### src/rtl/jump_physics.sv
// jump_physics: per-actor vertical motion engine with gravity accumulator, air jumps,
// fast-fall, velocity saturation and a landing pulse. Optional jump buffer: `define JUMP_BUFFER_EN.
module jump_physics #(
    parameter int POS_W           = 12,
    parameter int VEL_W           = 10,
    parameter int SPEED_W         = 5,
    parameter int GROUND_Y        = 87,
    parameter int GRAVITY         = 6,
    parameter int GRAV_DEN        = 10,
    parameter int INIT_VEL        = -10,
    parameter int SPEED_SHIFT     = 3,
    parameter int MIN_JUMP_HEIGHT = 30,
    parameter int MAX_JUMP_HEIGHT = 30,
    parameter int DROP_VELOCITY   = -5,
    parameter int FAST_FALL_VEL   = 1,
    parameter int FAST_SHIFT      = 1,
    parameter int MAX_FALL_VEL    = 12,
    parameter int MAX_AIR_JUMPS   = 1,
    parameter int BUFFER_TICKS    = 4
) (
    input  logic                               clk,
    input  logic                               rst,
    input  logic                               update,
    input  logic [SPEED_W-1:0]                 speed,
    input  logic                               jump,
    input  logic                               duck,
    input  logic                               crash,
    output logic [POS_W-1:0]                   y_pos,
    output logic [VEL_W-1:0]                   velocity,
    output logic [2:0]                         state,
    output logic                               airborne,
    output logic [$clog2(MAX_AIR_JUMPS+1)-1:0] air_jumps_left,
    output logic                               landed
);

    localparam int AJ_W  = $clog2(MAX_AIR_JUMPS + 1);
    localparam int EXT_W = ((POS_W > VEL_W) ? POS_W : VEL_W) + FAST_SHIFT + 1;
    localparam int ACC_W = $clog2(GRAV_DEN + GRAVITY + 1);

    typedef logic signed [EXT_W-1:0] ext_t;

    localparam ext_t GROUND_E   = ext_t'(GROUND_Y);
    localparam ext_t TOP_E      = ext_t'(GROUND_Y - MAX_JUMP_HEIGHT);
    localparam ext_t MIN_E      = ext_t'(GROUND_Y - MIN_JUMP_HEIGHT);
    localparam ext_t DROP_E     = ext_t'(DROP_VELOCITY);
    localparam ext_t INIT_E     = ext_t'(INIT_VEL);
    localparam ext_t MAX_FALL_E = ext_t'(MAX_FALL_VEL);
    localparam logic signed [VEL_W-1:0] FFV_V = VEL_W'(FAST_FALL_VEL);

    typedef enum logic [2:0] {
        S_IDLE      = 3'd0,
        S_RUNNING   = 3'd1,
        S_RISING    = 3'd2,
        S_FALLING   = 3'd3,
        S_FAST_FALL = 3'd4,
        S_DUCKING   = 3'd5,
        S_CRASHED   = 3'd6
    } state_t;

    state_t                    state_q, state_d;
    logic signed [POS_W-1:0]   y_q, y_d;
    logic signed [VEL_W-1:0]   vel_q, vel_d;
    logic [ACC_W-1:0]          acc_q, acc_d, acc_sum, acc_nx;
    logic [AJ_W-1:0]           ajl_q, ajl_d;
    logic                      landed_q, landed_d;
    logic                      jump_q, jump_rise, carry, landing, jump_end, do_launch, land_tick;
    logic                      buf_go;
    ext_t                      y_ext, vel_ext, vel_g, vel_n, vel_f, disp, y_n, launch_vel, launch_y;

    assign jump_rise = jump & ~jump_q;

    // Candidate physics for this tick; the FSM below decides which parts commit.
    assign acc_sum    = acc_q + ACC_W'(GRAVITY);
    assign carry      = (acc_sum >= ACC_W'(GRAV_DEN));
    assign acc_nx     = carry ? acc_sum - ACC_W'(GRAV_DEN) : acc_sum;
    assign y_ext      = ext_t'(y_q);
    assign vel_ext    = ext_t'(vel_q);
    assign vel_g      = carry ? vel_ext + ext_t'(1) : vel_ext;
    assign vel_n      = (vel_g > MAX_FALL_E) ? MAX_FALL_E : vel_g;
    assign disp       = (state_q == S_FAST_FALL) ? (vel_n <<< FAST_SHIFT) : vel_n;
    assign y_n        = y_ext + disp;
    assign landing    = (y_n >= GROUND_E);
    assign launch_vel = INIT_E - ext_t'(speed >> SPEED_SHIFT);
    assign launch_y   = y_ext + launch_vel;
    assign jump_end   = (vel_n < DROP_E) && ((y_n < TOP_E) || (!jump && (y_n <= MIN_E)));
    assign vel_f      = ((state_q == S_RISING) && jump_end) ? DROP_E : vel_n;

    always_comb begin
        state_d   = state_q;
        y_d       = y_q;
        vel_d     = vel_q;
        acc_d     = acc_q;
        ajl_d     = ajl_q;
        do_launch = 1'b0;
        land_tick = 1'b0;
        if (update) begin
            if (crash) begin
                state_d = S_CRASHED;
            end else begin
                case (state_q)
                    S_IDLE: if (jump_rise) state_d = S_RUNNING;
                    S_RUNNING: begin
                        if (jump_rise || buf_go) begin
                            do_launch = 1'b1;
                            ajl_d     = AJ_W'(MAX_AIR_JUMPS);
                        end else if (duck) begin
                            state_d = S_DUCKING;
                        end
                    end
                    S_DUCKING: if (!duck) state_d = S_RUNNING;
                    S_RISING, S_FALLING, S_FAST_FALL: begin
                        if (jump_rise && (ajl_q != '0)) begin
                            do_launch = 1'b1;
                            ajl_d     = ajl_q - 1'b1;
                        end else if (landing) begin
                            land_tick = 1'b1;
                            y_d       = POS_W'(GROUND_E);
                            vel_d     = '0;
                            acc_d     = '0;
                            ajl_d     = AJ_W'(MAX_AIR_JUMPS);
                            state_d   = duck ? S_DUCKING : S_RUNNING;
                        end else if (duck && (state_q != S_FAST_FALL)) begin
                            // Entry tick only swaps velocity; displacement starts next tick.
                            vel_d   = FFV_V;
                            state_d = S_FAST_FALL;
                        end else begin
                            y_d   = POS_W'(y_n);
                            vel_d = VEL_W'(vel_f);
                            acc_d = acc_nx;
                            if (state_q == S_FAST_FALL) begin
                                if (!duck) state_d = S_FALLING;
                            end else if ((state_q == S_RISING) && (vel_f >= ext_t'(0))) begin
                                state_d = S_FALLING;
                            end
                        end
                    end
                    default: ;
                endcase
            end
        end
        if (do_launch) begin
            y_d     = POS_W'(launch_y);
            vel_d   = VEL_W'(launch_vel);
            acc_d   = '0;
            state_d = S_RISING;
        end
        landed_d = land_tick;
    end

`ifdef JUMP_BUFFER_EN
    localparam int BUF_W = $clog2(BUFFER_TICKS + 1);
    logic [BUF_W-1:0] buf_cnt_q, buf_cnt_d;
    logic             buf_pend_q, buf_pend_d, rise_lost, run_launch;

    assign rise_lost  = update && !crash && airborne && jump_rise && (ajl_q == '0);
    assign run_launch = do_launch && (state_q == S_RUNNING);
    assign buf_go     = buf_pend_q;

    always_comb begin
        buf_cnt_d  = buf_cnt_q;
        buf_pend_d = buf_pend_q;
        if (update) begin
            if (buf_cnt_q != '0) buf_cnt_d = buf_cnt_q - 1'b1;
            if (rise_lost) buf_cnt_d = BUF_W'(BUFFER_TICKS);
            if (land_tick) buf_pend_d = (buf_cnt_q != '0);
            if (crash || run_launch) begin
                buf_cnt_d  = '0;
                buf_pend_d = 1'b0;
            end
        end
    end

    always_ff @(posedge clk) begin
        if (!rst) begin
            buf_cnt_q  <= '0;
            buf_pend_q <= 1'b0;
        end else begin
            buf_cnt_q  <= buf_cnt_d;
            buf_pend_q <= buf_pend_d;
        end
    end
`else
    assign buf_go = 1'b0;
`endif

    always_ff @(posedge clk) begin
        if (!rst) begin
            state_q  <= S_IDLE;
            y_q      <= POS_W'(GROUND_E);
            vel_q    <= '0;
            acc_q    <= '0;
            ajl_q    <= AJ_W'(MAX_AIR_JUMPS);
            landed_q <= 1'b0;
            jump_q   <= 1'b0;
        end else begin
            state_q  <= state_d;
            y_q      <= y_d;
            vel_q    <= vel_d;
            acc_q    <= acc_d;
            ajl_q    <= ajl_d;
            landed_q <= landed_d;
            if (update) jump_q <= jump;
        end
    end

    assign y_pos          = y_q;
    assign velocity       = vel_q;
    assign state          = state_q;
    assign airborne       = (state_q == S_RISING) || (state_q == S_FALLING) || (state_q == S_FAST_FALL);
    assign air_jumps_left = ajl_q;
    assign landed         = landed_q;

endmodule

### config.mk
export PLATFORM = sky130hd
export DESIGN_NAME = jump_physics
export DESIGN_NICKNAME = d
export VERILOG_FILES = /design/src/rtl/jump_physics.sv
export SDC_FILE = /design/constraint.sdc
export NUM_CORES = 1
export LEC_CHECK = 0
export ABC_AREA = 1
export BUFFER_PORTS_ARGS = -buffer_cell sky130_fd_sc_hd__buf_2
export CORE_MARGIN = 3
export CORE_UTILIZATION = 33
export DETAILED_ROUTE_END_ITERATION = 8
export PLACE_DENSITY = 0.5
export SLEW_MARGIN = 15
export SYNTH_ARGS = -nofsm -noshare
export SYNTH_HDL_FRONTEND = slang
export SYNTH_SLANG_ARGS = --single-unit
### constraint.sdc
create_clock -name clk -period 7.65 [get_ports clk]
set_input_delay 1.53 -clock clk [delete_from_list [all_inputs] [get_ports clk]]
set_output_delay 1.53 -clock clk [all_outputs]
set_load 0.02 [all_outputs]
After elaboration in Yosys (flattened, before gate mapping)
Index checks and enable logic that the tools add are counted.
- output and inout port bits: 28
- word-level logic and storage cells: 126
- input bits: 11
- flip-flop bits (word level): 33
- add/subtract/negate cells: 7
- magnitude comparators: 7
- mux-type cells: 46
- reduce and logical (&&, ||, !) cells: 25
- eq/ne operators: 26
- bitwise operators: 7
- operator list (cell ; count):
    2-to-1 mux 12 bit ; 7
    2-to-1 mux 10 bit ; 7
    2-to-1 mux 14 bit ; 4
    2-to-1 mux 3 bit ; 12
    inequality test 3 bit, second input constant ; 8
    inequality test 4 bit, second input constant ; 5
    AND reduction 9 bit ; 2
    2-to-1 mux 5 bit ; 3
    AND reduction 5 bit ; 3
    adder 12 x 14 -> 14 bit ; 1
    >= comparator 14 x 1 -> 1 bit, second input constant ; 1
    >= comparator 14 x 8 -> 1 bit, second input constant ; 1
    greater-than comparator 14 x 5 -> 1 bit, second input constant ; 1
    <= comparator 14 x 7 -> 1 bit, second input constant ; 1
    < comparator 14 x 4 -> 1 bit, second input constant ; 1
    < comparator 14 x 7 -> 1 bit, second input constant ; 1
    inequality test 7 bit, second input constant ; 2
    adder 12 x 6 -> 12 bit ; 1
    inequality test 6 bit, second input constant ; 2
    case mux 3 bit (4 select lines) ; 1
    adder 10 x 2 -> 11 bit, second input constant ; 1
    2-to-1 mux 1 bit ; 8
    == test 3 x 2 -> 1 bit, second input constant ; 2
    == test 3 bit, second input constant ; 2
    23 further kinds ; 41

Longest topological paths before layout
Gate-level depths: netlist of run 1.
- depth after elaboration: 24
- gate-level depth with buffers: 38
- gate-level depth less buffers: 36

Worst setup path after synthesis of run 1
OpenSTA, ideal clock, no wires.
- path kind: register -> register
- start: reg acc_q[1]
- end: reg y_q[4], in the netlist y_pos[4]
- setup time: 0.133 ns
- arrival: 4.026 ns
- required time: 7.517 ns
- stages on the path, launching flop included: 35
- period minus slack after synthesis: 4.159 ns
- path buffers: 3
- path slack: 3.491 ns
- cells stage by stage: dfxtp_1 -> inv_2 -> ha_1 -> inv_1 -> nor2_1 -> o21ai_4 -> nand2_4 -> buf_6 -> nand2_4 -> nand2_2 -> nor2_2 -> nand3_2 -> o21ai_4 -> nand2_1 -> nand2_1 -> o21ai_0 -> ha_1 -> buf_2 -> a21oi_1 -> nand2_1 -> nand2_1 -> nand2_1 -> nand2_1 -> nand3_1 -> nand2_1 -> nand2_1 -> nor2_1 -> nand2_1 -> nand2_2 -> nand2_1 -> nand2_2 -> nand2_2 -> buf_2 -> o211ai_1 -> nand3_1
- cells in the longest elaborated chain, start to end: 14
- elaborated cells between the ends (all ways): 17
- classes of those cells: add/sub: 2; order compare: 3; eq/ne: 1; mux: 10; reduce/logical: 1
- ends and longest elaborated chain (element ; line ; RTL):
    from (decl) ; 63 ; logic [ACC_W-1:0] acc_q, acc_d, acc_sum, acc_nx;
    from (signal assigned) ; 191 ; acc_q <= '0;
    from (signal assigned) ; 199 ; acc_q <= acc_d;
    adder 5 x 3 -> 5 bit * ; 73 ; assign acc_sum = acc_q + ACC_W'(GRAVITY);
    >= comparator 5 x 4 -> 1 bit * ; 74 ; assign carry = (acc_sum >= ACC_W'(GRAV_DEN));
    2-to-1 mux 14 bit * ; 78 ; assign vel_g = carry ? vel_ext + ext_t'(1) : vel_ext;
    greater-than comparator 14 x 5 -> 1 bit ; 79 ; assign vel_n = (vel_g > MAX_FALL_E) ? MAX_FALL_E : vel_g;
    2-to-1 mux 14 bit * ; 79 ;
    2-to-1 mux 14 bit * ; 80 ; assign disp = (state_q == S_FAST_FALL) ? (vel_n <<< FAST_SHIFT) : vel_n;
    adder 12 x 14 -> 14 bit * ; 81 ; assign y_n = y_ext + disp;
    >= comparator 14 x 8 -> 1 bit or 2-to-1 mux 12 bit (tied branches) ; 82, 122 ;
    2-to-1 mux 12 bit ; 115 ; end else if (landing) begin
    2-to-1 mux 12 bit ; 112 ; if (jump_rise && (ajl_q != '0)) begin
    2-to-1 mux 12 bit ; 100 ; case (state_q)
    2-to-1 mux 12 bit ; 97 ; if (crash) begin
    2-to-1 mux 12 bit ; 96 ; if (update) begin
    2-to-1 mux 12 bit ; 141 ; if (do_launch) begin
    to (signal assigned) ; 189 ; y_q <= POS_W'(GROUND_E);
    to (signal assigned) ; 197 ; y_q <= y_d;
    to (decl) ; 61 ; logic signed [POS_W-1:0] y_q, y_d;
Every way passes the cells marked *; elsewhere a longest branch is shown, timed or not. The select of a mux whose other input is x is not followed.
A chain may end at the register's enable or synchronous reset.

Worst setup path after layout of run 1
- start: reg acc_q[1]
- end: reg y_q[5], in the netlist y_pos[5]
Same word-level chain as after synthesis.

==> results_dict.tcl, run 1 <==
set metrics [dict create \
    cts_tree "done" \
    clk_pin_slew_ns 0.08 \
    synth_area_leader_cell "nand2_1" \
    area_growth_pct 11.41 \
    hold_path.class "flip-flop to flip-flop" \
    fillCellCount 1126 \
    insertion_delay_ns 0.29 \
    cts-resized-gates 0 \
    ys.flop_type "dfxtp_1" \
    end_kind "flip-flop" \
    max_clock_freq_mhz 190.8 \
    fin_crit_ns 5.242 \
    layout.cells.non_filler 784 \
    synthesis.nets 650 \
    fin_tns_setup_ns 0 \
    cts_sinks 32 \
    vias 3932 \
    start_util_pct 34.73 \
    slew_headroom_pct 61.86 \
    crit_fanout 14 \
    status "finished, final reports clean" \
    crit_arrival_ns 5.47 \
    wl_per_cell_microns 13.43 \
    vias_per_cell 5.015 \
    core-area_sq_mm 0.01004 \
    netlist.area_leader.share_pct 20.88 \
    drtIter0Drc 213 \
    htreeDepth 2 \
    worst_path_most_repeated_cell "nand2_1" \
    synth_most_common_cell "nand2_1" \
    grt_pass1_vias 3685 \
    routabilityCongestion 0.8755 \
    boundaryPins 39 \
    grt_pass1_wl_microns 17990 \
    hold_slack_ns 0.4788 \
    fp.dieW_microns 108.8 \
    drc 0 \
    report.final.slew_viol_count 0 \
    slowest_stage "dfxtp_1" \
    rows 36 \
    ir_worst_vdd_mv 0.1043 \
    synth_cell_types 34 \
    synth_area_sq_mm 0.003488 \
    port_buffers 35 \
    postCtsSetupBuffers 0 \
    drtPass1Iterations 5 \
    max_stage_delay_ns 0.43 \
    startpoint_type "flip-flop" \
    layout-drive-gt1-share_pct 11.06 \
    fin_nets 682 \
    netlist_top_cells_count "194 x nand2_1, 79 x inv_1, 72 x nor2_1" \
    die_y_microns 108.8 \
    path_buf_inv 4 \
    num_antenna_cells 0 \
    hold_viol 0 \
    die-area_sq_mm 0.01184 \
    power.total_uw 966.0 \
    worstRegToRegCells 33 \
    ys_seq_area_share_pct 18.36 \
    finalCritPeriodShare_pct 68.52 \
    grtUsageTotal_pct 18.91 \
    grt_max_degree 26 \
    tightestPinTransition_ns 0.5708 \
    syn_area_per_cell_sq_um 5.645 \
    antenna_found_initial 0 \
    maxCapViolCount 0 \
    synthTopCellsByArea "nand2_1 21%, dfxtp_1 18%, inv_1 8.5%" \
    cts-root-buf "clkbuf_8" \
    ctsHoldBuffers 0 \
    hpwl_microns 8482 \
    min_path_cells 2 \
    rsz0062_at_grt "no" \
    p_leak_nw 2.029 \
    fin_ws_ns 2.408 \
    ys_ff_latch 32 \
    cts-buffers-inserted 5 \
    placedCellCount 776 \
    synth_enable_flop_cells 0 \
    grt_overflow 0 \
    finalSetupViolCount 0 \
    power_density_mw_per_mm2 248.6 \
    cp.required_ns 7.88 \
    yosys_warnings 0 \
    wl_microns 10530 \
    cp.depth 33 \
    fin_skew_ns 0.008993 \
    ant_nets 0 \
    clockBufferDepth 2 \
    criticalPathCategory "flip-flop to flip-flop" \
    async_flop_share_pct 0 \
    dp_slack_ns 2.376 \
    synthCells 618 \
    path_delay_family "simple AND/OR/NAND/NOR gates" \
]
==> layout make-up <==
class                   count  area, sq um  area share (%)
multi-input cells         488         2462           63.36
clock buffers               5        68.82           1.771
well taps                 133        166.4           4.282
clock inverters             3        42.54           1.095
flip-flops and latches     32        640.6           16.48
repair buffers             35        175.2           4.507
inverters                  88        330.3           8.500
==> worst min-delay path: stages (launching register included) <==
cell and delay [ns]:
dfxtp_1 0.32, nand2_1 0.06, a21oi_1 0.05
==> routing by layer <==
layer	up-vias	GRT usage [%]	share of wire (%)
met1	1783	27.02	51
met5	-	0	0
li1	2062	-	-
met3	10	2.605	3.4
met4	0	2.795	0.92
met2	77	30.85	45
==> registers in the layout (all words and copies together) (netlist names) <==
| register | count |
|---|---|
| y_pos | 12 |
| velocity | 10 |
| acc_q | 4 |
| state | 3 |
| air_jumps_left | 1 |
| jump_q | 1 |
| landed | 1 |
==> cell usage in the layout, fill, tap and decap left out, types with 11 or more instances in the layout <==
| cell | n |
|---|---|
| nand4_1 | 12 |
| nor2_1 | 72 |
| nand3_1 | 48 |
| ha_1 | 19 |
| o21ai_0 | 38 |
| a21oi_1 | 29 |
| dfxtp_1 | 32 |
| o21ai_1 | 11 |
| buf_2 | 35 |
| inv_1 | 79 |
| nand2_1 | 194 |
==> power by group <==
group	internal (mW)	switching (mW)	leakage, nW
logic	0.173	0.405	1.71
clock network	0.0965	0.0732	0.0541
registers	0.186	0.0327	0.261
==> final timing paths <==
path / from / end / slack, ns
min reg2reg: acc_q[2] / acc_q[2] / 0.48
max reg2reg: acc_q[1] / y_pos[5] / 2.41
max: acc_q[1] / y_pos[5] / 2.41
min: acc_q[2] / acc_q[2] / 0.48
==> metrics by stage <==
step | util [%] | area, sq um
4_1_cts | 38.69 | 3886
3_5_place_dp | 37.58 | 3775
2_1_floorplan | - | 3488
6_report | 38.69 | 3886
5_1_grt | 38.69 | 3886
3_3_place_gp | 37.58 | 3775
==> kinds of logic (layout without fill, tap and decap cells) <==
group	count (synthesis)	count (layout)	share of synthesized area [%]
compound gates	95	95	15.32
xor+xnor	8	8	2.008
fa+ha+maj	21	21	7.963
buf+inv	98	131	11.05
simple gates	364	364	45.30
flops	32	32	18.36
(Power assumes the default switching activity.)
==> run 2: changes to the inputs <==
==> constraint.sdc (replaced) <==
create_clock -name clk -period 5.1 [get_ports clk]
set_input_delay 1.02 -clock clk [delete_from_list [all_inputs] [get_ports clk]]
set_output_delay 1.02 -clock clk [all_outputs]
set_load 0.02 [all_outputs]
==> results_dict.tcl, run 2 (synthesis gave the netlist of run 1 again) <==
set metrics [dict create \
    status "finished, final reports clean" \
    wl_met1_microns 5386 \
    drtIter0Drc 230 \
    drtPass1Iterations 5 \
    final_cell_mix "189 x nand2_1, 75 x inv_1, 63 x nor2_1" \
    clk_pin_slew_ns 0.07 \
    max_stage_delay_ns 0.39 \
    fp.dieW_microns 108.8 \
    fin_ws_ns 0.4606 \
    num_antenna_cells 0 \
    vias_per_cell 4.970 \
    r2r-start "acc_q[1]" \
    fin_nets 703 \
    hpwl_microns 8634 \
    fin_skew_ns 0.007998 \
    r2r_slack_ns 0.46 \
    cts_sinks 32 \
    hold_viol 0 \
    finalCritPeriodShare_pct 90.97 \
    rows 36 \
    slowest_stage "ha_1" \
    cts-root-buf "clkbuf_8" \
    wl_met2_microns 4899 \
    layout-drive-gt1-share_pct 17.26 \
    drc 0 \
    routabilityCongestion 0.8644 \
    die-area_sq_mm 0.01184 \
    power_density_mw_per_mm2 383.0 \
    htreeDepth 2 \
    grt_overflow 0 \
    finalSetupViolCount 0 \
    antenna_found_initial 0 \
    cp.required_ns 5.31 \
    cts-buffers-inserted 5 \
    port_buffers 35 \
    crit_fanout 8 \
    core-area_sq_mm 0.01004 \
    ir_worst_vdd_mv 0.1702 \
    max_clock_freq_mhz 215.5 \
    dp_slack_ns 0.1854 \
    crit_arrival_ns 4.85 \
    grt_max_degree 26 \
    end_kind "flip-flop" \
    met3WireLength_microns 405 \
    grt_pass1_vias 3614 \
    fin_crit_ns 4.639 \
    vias 4001 \
    ant_nets 0 \
    path_delay_family "simple AND/OR/NAND/NOR gates" \
    hold_path.class "flip-flop to flip-flop" \
    report.final.slew_viol_count 0 \
    wl_microns 10760 \
    boundaryPins 39 \
    tightestPinTransition_ns 0.5865 \
    layout_commonest_cell "nand2_1" \
    grtUsageTotal_pct 18.84 \
    slew_headroom_pct 60.80 \
    worst_path_most_repeated_cell "nand2_1" \
    cts_tree "done" \
    criticalPathCategory "flip-flop to flip-flop" \
    p_leak_nw 2.141 \
    grt_pass1_wl_microns 17820 \
    clockBufferDepth 2 \
    maxCapViolCount 0 \
    start_util_pct 34.73 \
    largest_reg_flops 12 \
    top_layer_used "met4" \
    insertion_delay_ns 0.29 \
    wl_per_cell_microns 13.36 \
    holdCritStartpoint "acc_q[2]" \
    area_growth_pct 18.54 \
    final_core_util_pct 41.17 \
    cp-startpoint "acc_q[1]" \
    path_buf_inv 6 \
    startpoint_type "flip-flop" \
    die_y_microns 108.8 \
]
==> run 2: report_power, final <==
| group | internal [mW] | switching, mW |
|---|---|---|
| registers | 0.279 | 0.0467 |
| clock network | 0.145 | 0.108 |
| logic | 0.348 | 0.656 |
==> run 2: stage by stage <==
| step | power (mW) | setup TNS [ns] | hold WS [ns] | instance area [sq um] | std cells |
|---|---|---|---|---|---|
| floorplan | 0.9715 | 0 | 0.4564 | 3488 | 618 |
| global placement | 1.251 | 0 | 0.4614 | 3880 | 790 |
| detailed placement | 1.260 | 0 | 0.4689 | 3880 | 790 |
| CTS | 1.521 | 0 | 0.4803 | 3991 | 798 |
| global route | 1.740 | -0.009487 | 0.5161 | 4135 | 805 |
| finish | 1.584 | 0 | 0.4781 | 4135 | 805 |
==> run 2: layer usage <==
metal / track usage (%) / up-vias
met2: 30.45 / 79
met5: 0 / -
met3: 2.724 / 4
met4: 2.885 / 0
li1: - / 2112
met1: 27.03 / 1806
==> run 2: path summary, 6_finish.rpt <==
path,cells past startpoint,to
max,34,acc_q[3]
min,2,acc_q[2]
max reg2reg,34,acc_q[3]
min reg2reg,2,acc_q[2]
==> run 2: worst min-delay path, stage by stage, from the launching register on <==
cell,delay [ns]
dfxtp_1,0.32
nand2_1,0.06
a21oi_1,0.05
==> run 2: layout make-up <==
class / instances / area [sq um]
Fill cell: 1109 / 5909
Multi-Input combinational cell: 490 / 2554
Sequential cell: 32 / 640.6
Inverter: 88 / 334.1
Timing Repair Buffer: 54 / 329.1
Tap cell: 133 / 166.4
Clock buffer: 5 / 68.82
Clock inverter: 3 / 42.54
==> run 2: what timing repair did <==
action | CTS | global route
gates resized for setup | 0 | 32
hold buffers | 0 | 0
setup endpoints to repair | 0 | 29
setup buffers | 0 | 5
==> run 3: changes to the inputs <==
--- a/config.mk
+++ b/config.mk
@@ -7,11 +7,12 @@
 export LEC_CHECK = 0
 export ABC_AREA = 1
 export BUFFER_PORTS_ARGS = -buffer_cell sky130_fd_sc_hd__buf_2
+export CELL_PAD_IN_SITES_DETAIL_PLACEMENT = 2
+export CELL_PAD_IN_SITES_GLOBAL_PLACEMENT = 2
 export CORE_MARGIN = 3
-export CORE_UTILIZATION = 33
+export CORE_UTILIZATION = 31
 export DETAILED_ROUTE_END_ITERATION = 8
-export PLACE_DENSITY = 0.5
-export SLEW_MARGIN = 15
+export PLACE_DENSITY = 0.82
 export SYNTH_ARGS = -nofsm -noshare
 export SYNTH_HDL_FRONTEND = slang
 export SYNTH_SLANG_ARGS = --single-unit
==> results_dict.tcl, run 3 (synthesis gave the netlist of run 1 again) <==
set metrics [dict create \
    wl_microns 18920 \
    die-area_sq_mm 0.01256 \
    clk_pin_slew_ns 0.07 \
    start_util_pct 31.90 \
    fin_ws_ns -0.2352 \
    layout-drive-gt1-share_pct 21.54 \
    finalCritPeriodShare_pct 104.6 \
    largest_reg_flops 12 \
    drtPass1Iterations 4 \
    num_antenna_cells 0 \
    tightestPinTransition_ns 0.6217 \
    worst_path_most_repeated_cell "nand2_1" \
    vias_per_cell 5.652 \
    fp.dieW_microns 112.1 \
    grt_overflow 0 \
    power.total_mw 2.088 \
    report.final.slew_viol_count 0 \
    insertion_delay_ns 0.30 \
    hpwl_microns 11280 \
    vias 4674 \
    htreeDepth 2 \
    area_growth_pct 26.58 \
    crit_arrival_ns 5.48 \
    path_buf_inv 9 \
    finalSetupViolCount 29 \
    status "complete, but fails checks" \
    clockBufferDepth 2 \
    layout_commonest_cell "nand2_1" \
    max_clock_freq_mhz 187.4 \
    max_stage_delay_ns 0.44 \
    grt_pass1_wl_microns 24700 \
    criticalPathCategory "flip-flop to flip-flop" \
    cp.required_ns 5.24 \
    hold_slack_ns 0.4854 \
    hold_viol 0 \
    rows 38 \
    die_y_microns 112.1 \
    path_delay_family "simple AND/OR/NAND/NOR gates" \
    slew_headroom_pct 58.45 \
    final_cell_mix "184 x nand2_1, 75 x inv_1, 63 x nor2_1" \
    core-area_sq_mm 0.01094 \
    ctsHoldBuffers 0 \
    drc 0 \
    cts-root-buf "clkbuf_16" \
    hold_path.class "flip-flop to flip-flop" \
    fin_crit_ns 5.335 \
    drtIter0Drc 293 \
    maxCapViolCount 0 \
    crit_fanout 8 \
    ant_nets 0 \
    routabilityCongestion 0.9205 \
    slowest_stage "ha_1" \
    fin_nets 718 \
    antenna_found_initial 0 \
    fin_skew_ns 0.01279 \
    power_density_mw_per_mm2 472.9 \
    p_leak_nw 2.271 \
    wl_per_cell_microns 22.88 \
    layout.cells.non_filler 827 \
    fin_tns_setup_ns -3.750 \
    grtUsageTotal_pct 23.93 \
    cts-buffers-inserted 5 \
    placedCellCount 802 \
    cts_sinks 32 \
    grt_max_degree 26 \
    boundaryPins 39 \
    port_buffers 35 \
    ir_worst_vdd_mv 0.2572 \
    grt_pass1_vias 4712 \
    cts_tree "done" \
    end_kind "flip-flop" \
    startpoint_type "flip-flop" \
    dp_slack_ns -0.07181 \
    violations "setup timing" \
]
## run 3: cell count changes in the layout (fill, tap and decap cells not counted), sizes merged
cell	change
clkbuf	+2
o21ai	-1
buf	+16
clkinv	-2
## run 3: metrics by stage
step	instance area [sq um]	util, %
floorplan	3488	-
global placement	3926	35.90
detailed placement	3926	35.90
CTS	4134	37.80
global route	4415	40.38
finish	4415	40.38
## run 3: final timing paths
path	start	to	slack, ns	cells past startpoint
setup reg to reg	acc_q[2]	y_pos[4]	-0.24	35
hold / removal	air_jumps_left	air_jumps_left	0.49	2
setup / recovery	acc_q[2]	y_pos[4]	-0.24	35
hold reg to reg	air_jumps_left	air_jumps_left	0.49	2
## run 3: worst register-to-register path, delay by kind of cell (launching register included)
family / cells / cell delay (ns)
AND/OR/NAND/NOR: 18 / 2.05
buffers and inverters: 9 / 1.02
AO/OA/AOI/OAI: 6 / 1.01
adder cells (fa/ha/maj): 2 / 0.74
flip-flops: 1 / 0.37
## run 3: final cells by class
| type | count | area (sq um) |
|---|---|---|
| Timing Repair Buffer | 70 | 452.9 |
| Multi-Input combinational cell | 489 | 2623 |
| Inverter | 88 | 340.3 |
| Clock inverter | 1 | 30.03 |
| Clock buffer | 7 | 152.6 |
| Tap cell | 140 | 175.2 |
| Fill cell | 1396 | 6520 |
| Sequential cell | 32 | 641.9 |
## run 3: what timing repair did
item | CTS | global route
setup buffers | 3 | 13
pin swaps | 1 | 10
endpoints found under the setup margin | 21 | 31
gates resized for setup | 2 | 57
gates cloned | 0 | 1
## run 3: routing by layer
| layer | track usage [%] | routed length (microns) | share of wire (%) | vias to the layer above |
|---|---|---|---|---|
| li1 | - | - | - | 2137 |
| met1 | 30.80 | 8310 | 44 | 2369 |
| met2 | 43.31 | 9332 | 49 | 127 |
| met3 | 2.642 | 760 | 4.0 | 41 |
| met4 | 4.728 | 520 | 2.7 | 0 |
| met5 | 0 | 0 | 0 | - |
## run 3: power by group
group	internal, mW	switching [mW]
Clock	0.258	0.137
Sequential	0.280	0.0550
Combinational	0.465	0.894
Total	1.00	1.09
